$ cat config.mk
export PLATFORM = sky130hd
export DESIGN_NAME = to_lower_stream
export DESIGN_NICKNAME = d
export VERILOG_FILES = /design/src/rtl/text_pkg.sv /design/src/rtl/sync_fifo.sv /design/src/rtl/to_lower_stream.sv
export SDC_FILE = /design/constraint.sdc
export NUM_CORES = 1
export LEC_CHECK = 0
export CAP_MARGIN = 5
export CORE_MARGIN = 1
export CORE_UTILIZATION = 50
export CTS_CLUSTER_DIAMETER = 60
export DETAILED_ROUTE_END_ITERATION = 12
export PLACE_DENSITY = 0.75
export SYNTH_ARGS = -nofsm -noshare
export SYNTH_HDL_FRONTEND = slang
export SYNTH_SLANG_ARGS = --single-unit
$ cat constraint.sdc
create_clock -name clk -period 2.4 [get_ports clk]
set_clock_uncertainty 0.15 [all_clocks]
set_input_delay 0.24 -clock clk [delete_from_list [all_inputs] [get_ports clk]]
set_output_delay 0.24 -clock clk [all_outputs]
set_load 0.01 [all_outputs]
$ cat src/rtl/text_pkg.sv
// Shared ASCII constants and helpers for the text-processing case converters.
package text_pkg;

    localparam logic [7:0] ASCII_UPPER_A     = 8'd65;
    localparam logic [7:0] ASCII_UPPER_Z     = 8'd90;
    localparam logic [7:0] ASCII_LOWER_A     = 8'd97;
    localparam logic [7:0] ASCII_LOWER_Z     = 8'd122;
    localparam logic [7:0] ASCII_CASE_OFFSET = 8'd32;

    function automatic logic is_upper(input logic [7:0] ch);
        return (ch >= ASCII_UPPER_A) && (ch <= ASCII_UPPER_Z);
    endfunction

    function automatic logic is_lower(input logic [7:0] ch);
        return (ch >= ASCII_LOWER_A) && (ch <= ASCII_LOWER_Z);
    endfunction

endpackage

$ cat src/rtl/sync_fifo.sv
// Single-clock FIFO with registered storage; the head entry is presented directly
// from storage, so there is no combinational path from write data to read data.
module sync_fifo #(
    parameter int DEPTH = 2,
    parameter int WIDTH = 8
) (
    input  logic             clk,
    input  logic             rst,
    input  logic             wr_en,
    input  logic [WIDTH-1:0] wr_data,
    input  logic             rd_en,
    output logic [WIDTH-1:0] rd_data,
    output logic             full,
    output logic             empty
);

    localparam int ADDR_W = $clog2(DEPTH);
    localparam logic [ADDR_W:0] FULL_COUNT = (ADDR_W + 1)'(DEPTH);

    logic [WIDTH-1:0]  mem [DEPTH];
    logic [ADDR_W-1:0] wr_ptr;
    logic [ADDR_W-1:0] rd_ptr;
    logic [ADDR_W:0]   count;
    logic              wr_ok;
    logic              rd_ok;

    assign wr_ok = wr_en && !full;
    assign rd_ok = rd_en && !empty;

    // NOTE: storage is deliberately not reset; stale entries are unreachable once
    // the pointers and count are cleared, and rd_data is masked while empty.
    always_ff @(posedge clk) begin
        if (wr_ok) begin
            mem[wr_ptr] <= wr_data;
        end
    end

    // NOTE: all state uses non-blocking assignments so every register samples
    // pre-edge values regardless of block ordering.
    always_ff @(posedge clk) begin
        if (rst) begin
            wr_ptr <= '0;
            rd_ptr <= '0;
            count  <= '0;
        end else begin
            if (wr_ok) begin
                wr_ptr <= wr_ptr + ADDR_W'(1);
            end
            if (rd_ok) begin
                rd_ptr <= rd_ptr + ADDR_W'(1);
            end
            case ({wr_ok, rd_ok})
                2'b10:   count <= count + (ADDR_W + 1)'(1);
                2'b01:   count <= count - (ADDR_W + 1)'(1);
                default: count <= count;
            endcase
        end
    end

    assign full    = (count == FULL_COUNT);
    assign empty   = (count == '0);
    assign rd_data = empty ? '0 : mem[rd_ptr];

endmodule

$ cat src/rtl/to_lower_stream.sv
// Streaming ASCII upper-to-lower converter: converts on the write side of a small
// FIFO and keeps saturating counts of accepted and converted bytes.
module to_lower_stream
    import text_pkg::*;
#(
    parameter int DEPTH = 2,
    parameter int CNT_W = 16
) (
    input  logic             clk,
    input  logic             rst,
    input  logic [7:0]       in_data,
    input  logic             in_valid,
    output logic             in_ready,
    output logic [7:0]       out_data,
    output logic             out_valid,
    input  logic             out_ready,
    input  logic             clr_stats,
    output logic [CNT_W-1:0] char_cnt,
    output logic [CNT_W-1:0] conv_cnt
);

    localparam logic [CNT_W-1:0] CNT_MAX = '1;

    logic       push;
    logic       pop;
    logic       full;
    logic       empty;
    logic [7:0] wr_data;

    function automatic logic [7:0] to_lower(input logic [7:0] ch);
        return is_upper(ch) ? ch + ASCII_CASE_OFFSET : ch;
    endfunction

    assign in_ready  = !full;
    assign out_valid = !empty;
    assign push      = in_valid && in_ready;
    assign pop       = out_valid && out_ready;
    assign wr_data   = to_lower(in_data);

    sync_fifo #(
        .DEPTH (DEPTH),
        .WIDTH (8)
    ) u_fifo (
        .clk     (clk),
        .rst     (rst),
        .wr_en   (push),
        .wr_data (wr_data),
        .rd_en   (pop),
        .rd_data (out_data),
        .full    (full),
        .empty   (empty)
    );

    // Clearing wins over a same-cycle increment; both counters stick at all-ones.
    always_ff @(posedge clk) begin
        if (rst || clr_stats) begin
            char_cnt <= '0;
            conv_cnt <= '0;
        end else if (push) begin
            if (char_cnt != CNT_MAX) begin
                char_cnt <= char_cnt + CNT_W'(1);
            end
            if (is_upper(in_data) && (conv_cnt != CNT_MAX)) begin
                conv_cnt <= conv_cnt + CNT_W'(1);
            end
        end
    end

endmodule
==> flow_summary.json <==
{
  "cpPeakStageDelay_ns": 0.52,
  "fill_cells": 381,
  "grt_pass1_wl_mm": 8.82,
  "dpl_cell_area_mm2": 0.00323,
  "avgSynthCellArea_um2": 9.41,
  "postCtsSetupBuffers": 0,
  "worstPathArrival_ns": 2.27,
  "grt_usage_pct": 21.3,
  "numPortBuffers": 54,
  "combPwrFrac_pct": 26.1,
  "switching_power_uw": 609,
  "numCtsBuffers": 5,
  "synth.distinct_cells": 39,
  "clkPwrFrac_pct": 26.1,
  "fin_util_pct": 69.6,
  "worst_slew_pin_slew_ns": 0.557,
  "netlist_area_mm2": 0.00252,
  "synth.top_cells.by_count": "38 x nor2_1, 37 x dfxtp_1, 16 x a21oi_1, 16 x edfxtp_1, 16 x nand3_1",
  "drc": 0,
  "routedWlPerCell_um": 13.5,
  "seqPwrFrac_pct": 47.8,
  "fp-row-count": 25,
  "dp.cells": 393,
  "netlist_instances": 268,
  "clock.fmax_mhz": 457,
  "synth_edf_count": 16,
  "grt_antenna_before_repair": 0,
  "htree_num_levels": 2,
  "design.core.area_mm2": 0.00479,
  "crit_chain": "nand2b_1 -> nand2_4 -> or3_1 -> buf_12 -> or4_1 -> a21oi_1",
  "grt_setup_unrepaired": "no",
  "grt_max_degree": 29,
  "min_path_cells": 2,
  "status": "finished clean",
  "cts.sinks": 53,
  "n_antenna_cell": 0,
  "ir_drop_v": 0.000411,
  "die_x_um": 73.0,
  "dp_hpwl_mm": 3.91,
  "p_int_uw": 1640,
  "min_path_type": "flop to flop",
  "power.leakage_uw": 0.00108,
  "slew_headroom_pct": 62.7,
  "clkTransAtPathRegs_ns": 0.09,
  "hold_viol_final": 0,
  "viasPerCell": 5.47,
  "cp-start-kind": "flop",
  "gp_congestion": 0.849,
  "netlist.area_leader.share_pct": 29.4,
  "first_pass_iters": 4,
  "postCtsHoldBufs": 0,
  "clock_latency_ns": 0.30,
  "powerDensity_mw_per_mm2": 674,
  "root_buffer": "clkbuf_8",
  "syn_nets": 285,
  "via_count": 2192,
  "cts_tree": "built",
  "clockBufferDepth": 2,
  "start_util_pct": 52.7,
  "worstPathRequired_ns": 2.48,
  "overflow": 0,
  "swShare_pct": 27.1,
  "dieHeight_um": 73.0,
  "postCtsResizedCells": 0,
  "rr_worst_depth": 6,
  "stdcell_count": 401,
  "synth_area_leaders": "dfxtp_1 29%, edfxtp_1 19%, nor2_1 5.7%, xnor2_1 4.9%, mux2i_1 4.4%",
  "cp_max_fo": 28,
  "cp_slowest_cell": "or4_1",
  "drv_slew": 0,
  "synth_area_leader_cell": "dfxtp_1",
  "fin_crit_sh_pct": 91.3,
  "drt-total-wl_mm": 5.43,
  "drt_iter0_drc": 86,
  "ys_ff_latch": 53,
  "maxCapViolations": 0,
  "yosysWarnings": 0,
  "layout-drive-gt1-share_pct": 8.98,
  "finalSetupViolations": 0,
  "synth_flop_cell": "dfxtp_1",
  "yosysMostFrequentCell": "nor2_1",
  "area_growth_pct": 32.1,
  "period_needed_ns": 2.19,
  "grt_pass1_vias": 1943,
  "cp-end-kind": "flop",
  "die_area_mm2": 0.00533,
  "pin_count": 55,
  "async_reset_ff_share_pct": 0,
  "layout.nets": 350,
  "ant_nets": 0,
  "final_area_mm2": 0.00333,
  "crit_type": "flop to flop",
  "seq_area_frac_synth_pct": 48.4
}
metal layers:
| metal | track usage, % | part of all wire, % | vias up |
|---|---|---|---|
| li1 | - | - | 1110 |
| met1 | 29.1 | 47 | 1013 |
| met2 | 34.7 | 47 | 62 |
| met3 | 3.59 | 5.2 | 7 |
| met4 | 6.32 | 0.98 | 0 |
| met5 | 0 | 0 | - |
logic make-up (layout without fill, tap and decap cells):
| logic type | Yosys count | in the layout | synth area share (%) |
|---|---|---|---|
| and+or+nand+nor | 118 | 118 | 24.7 |
| muxes | 11 | 11 | 4.37 |
| buffers and inverters | 19 | 85 | 3.17 |
| AOI/OAI and AO/OA | 46 | 46 | 11.5 |
| xor gates and xnor gates | 17 | 17 | 5.90 |
| DFF | 53 | 53 | 48.4 |
| adders and majority gates | 4 | 4 | 1.98 |
sequential cells by signal, summed over array words and instances (netlist names), named ones only:
name and cells:
char_cnt 16, conv_cnt 16, u_fifo.count 2, u_fifo.mem 16
u_fifo.rd_ptr 1, u_fifo.wr_ptr 1
power groups by stage:
stage / combinational [µW] / clock (µW) / sequential (µW)
4_1_cts: 592 / 599 / 1070
2_1_floorplan: 334 / 0 / 1060
5_1_grt: 641 / 638 / 1080
6_report: 586 / 586 / 1070
3_3_place_gp: 581 / 0 / 1090
3_5_place_dp: 589 / 0 / 1100
worst paths after layout:
check                  startpoint           to  slack, ns
setup / recovery  u_fifo.count[0]  conv_cnt[9]       0.21
hold / removal        conv_cnt[7]  conv_cnt[7]       0.36
setup reg to reg  u_fifo.count[0]  conv_cnt[9]       0.21
hold reg to reg       conv_cnt[7]  conv_cnt[7]       0.36
cell usage in the layout (no fill, tap or decap), types with 2 or more instances in the layout:
master           synthesis  routed
a211oi_1                 6       6
a21o_1                   2       2
a21oi_1                 16      16
and3_1                   4       4
and4_1                   3       3
buf_4                    1      15
clkbuf_8                 0       5
clkdlybuf4s50_1          0      54
dfxtp_1                 37      37
edfxtp_1                16      16
ha_1                     4       4
inv_1                    7       7
mux2i_1                 11      11
nand2_1                 11      11
nand3_1                 16      16
nand4_1                  7       7
nor2_1                  38      38
nor2b_1                  3       3
nor3_1                   3       3
nor4_1                   5       5
o21ai_0                  8       8
o31a_1                   2       2
o31ai_1                  6       6
o41ai_1                  2       2
or2_2                    5       5
or3_1                    9       9
or4_1                    9       9
xnor2_1                 14      14
xor2_1                   3       3
area by class of cell:
cell class | instances | area, µm² | share of cell area (%)
repair buffers | 70 | 673 | 20.2
flip-flops and latches | 53 | 1220 | 36.6
multi-input cells | 196 | 1220 | 36.6
inverters | 7 | 26.3 | 0.788
well taps | 67 | 83.8 | 2.52
clock inverters | 2 | 35.0 | 1.05
clock buffers | 6 | 72.6 | 2.18
per-stage QoR:
step / hold WS, ns / setup slack [ns] / setup TNS, ns / total power (µW)
CTS: 0.362 / 0.201 / 0 / 2270
detailed placement: 0.347 / -0.0496 / -0.205 / 1680
global placement: 0.334 / 0.0102 / 0 / 1670
finish: 0.362 / 0.209 / 0 / 2250
global route: 0.387 / 0.121 / 0 / 2360
floorplan: 0.189 / 0.238 / 0 / 1390
critical path: cells and delay by family, from the launching register on:
family,cells,cell delay (ns)
simple gates,4,1.21
flops,1,0.41
buf+inv,1,0.18
compound gates,1,0.17
Note: power is estimated with default switching activity, not from simulation.
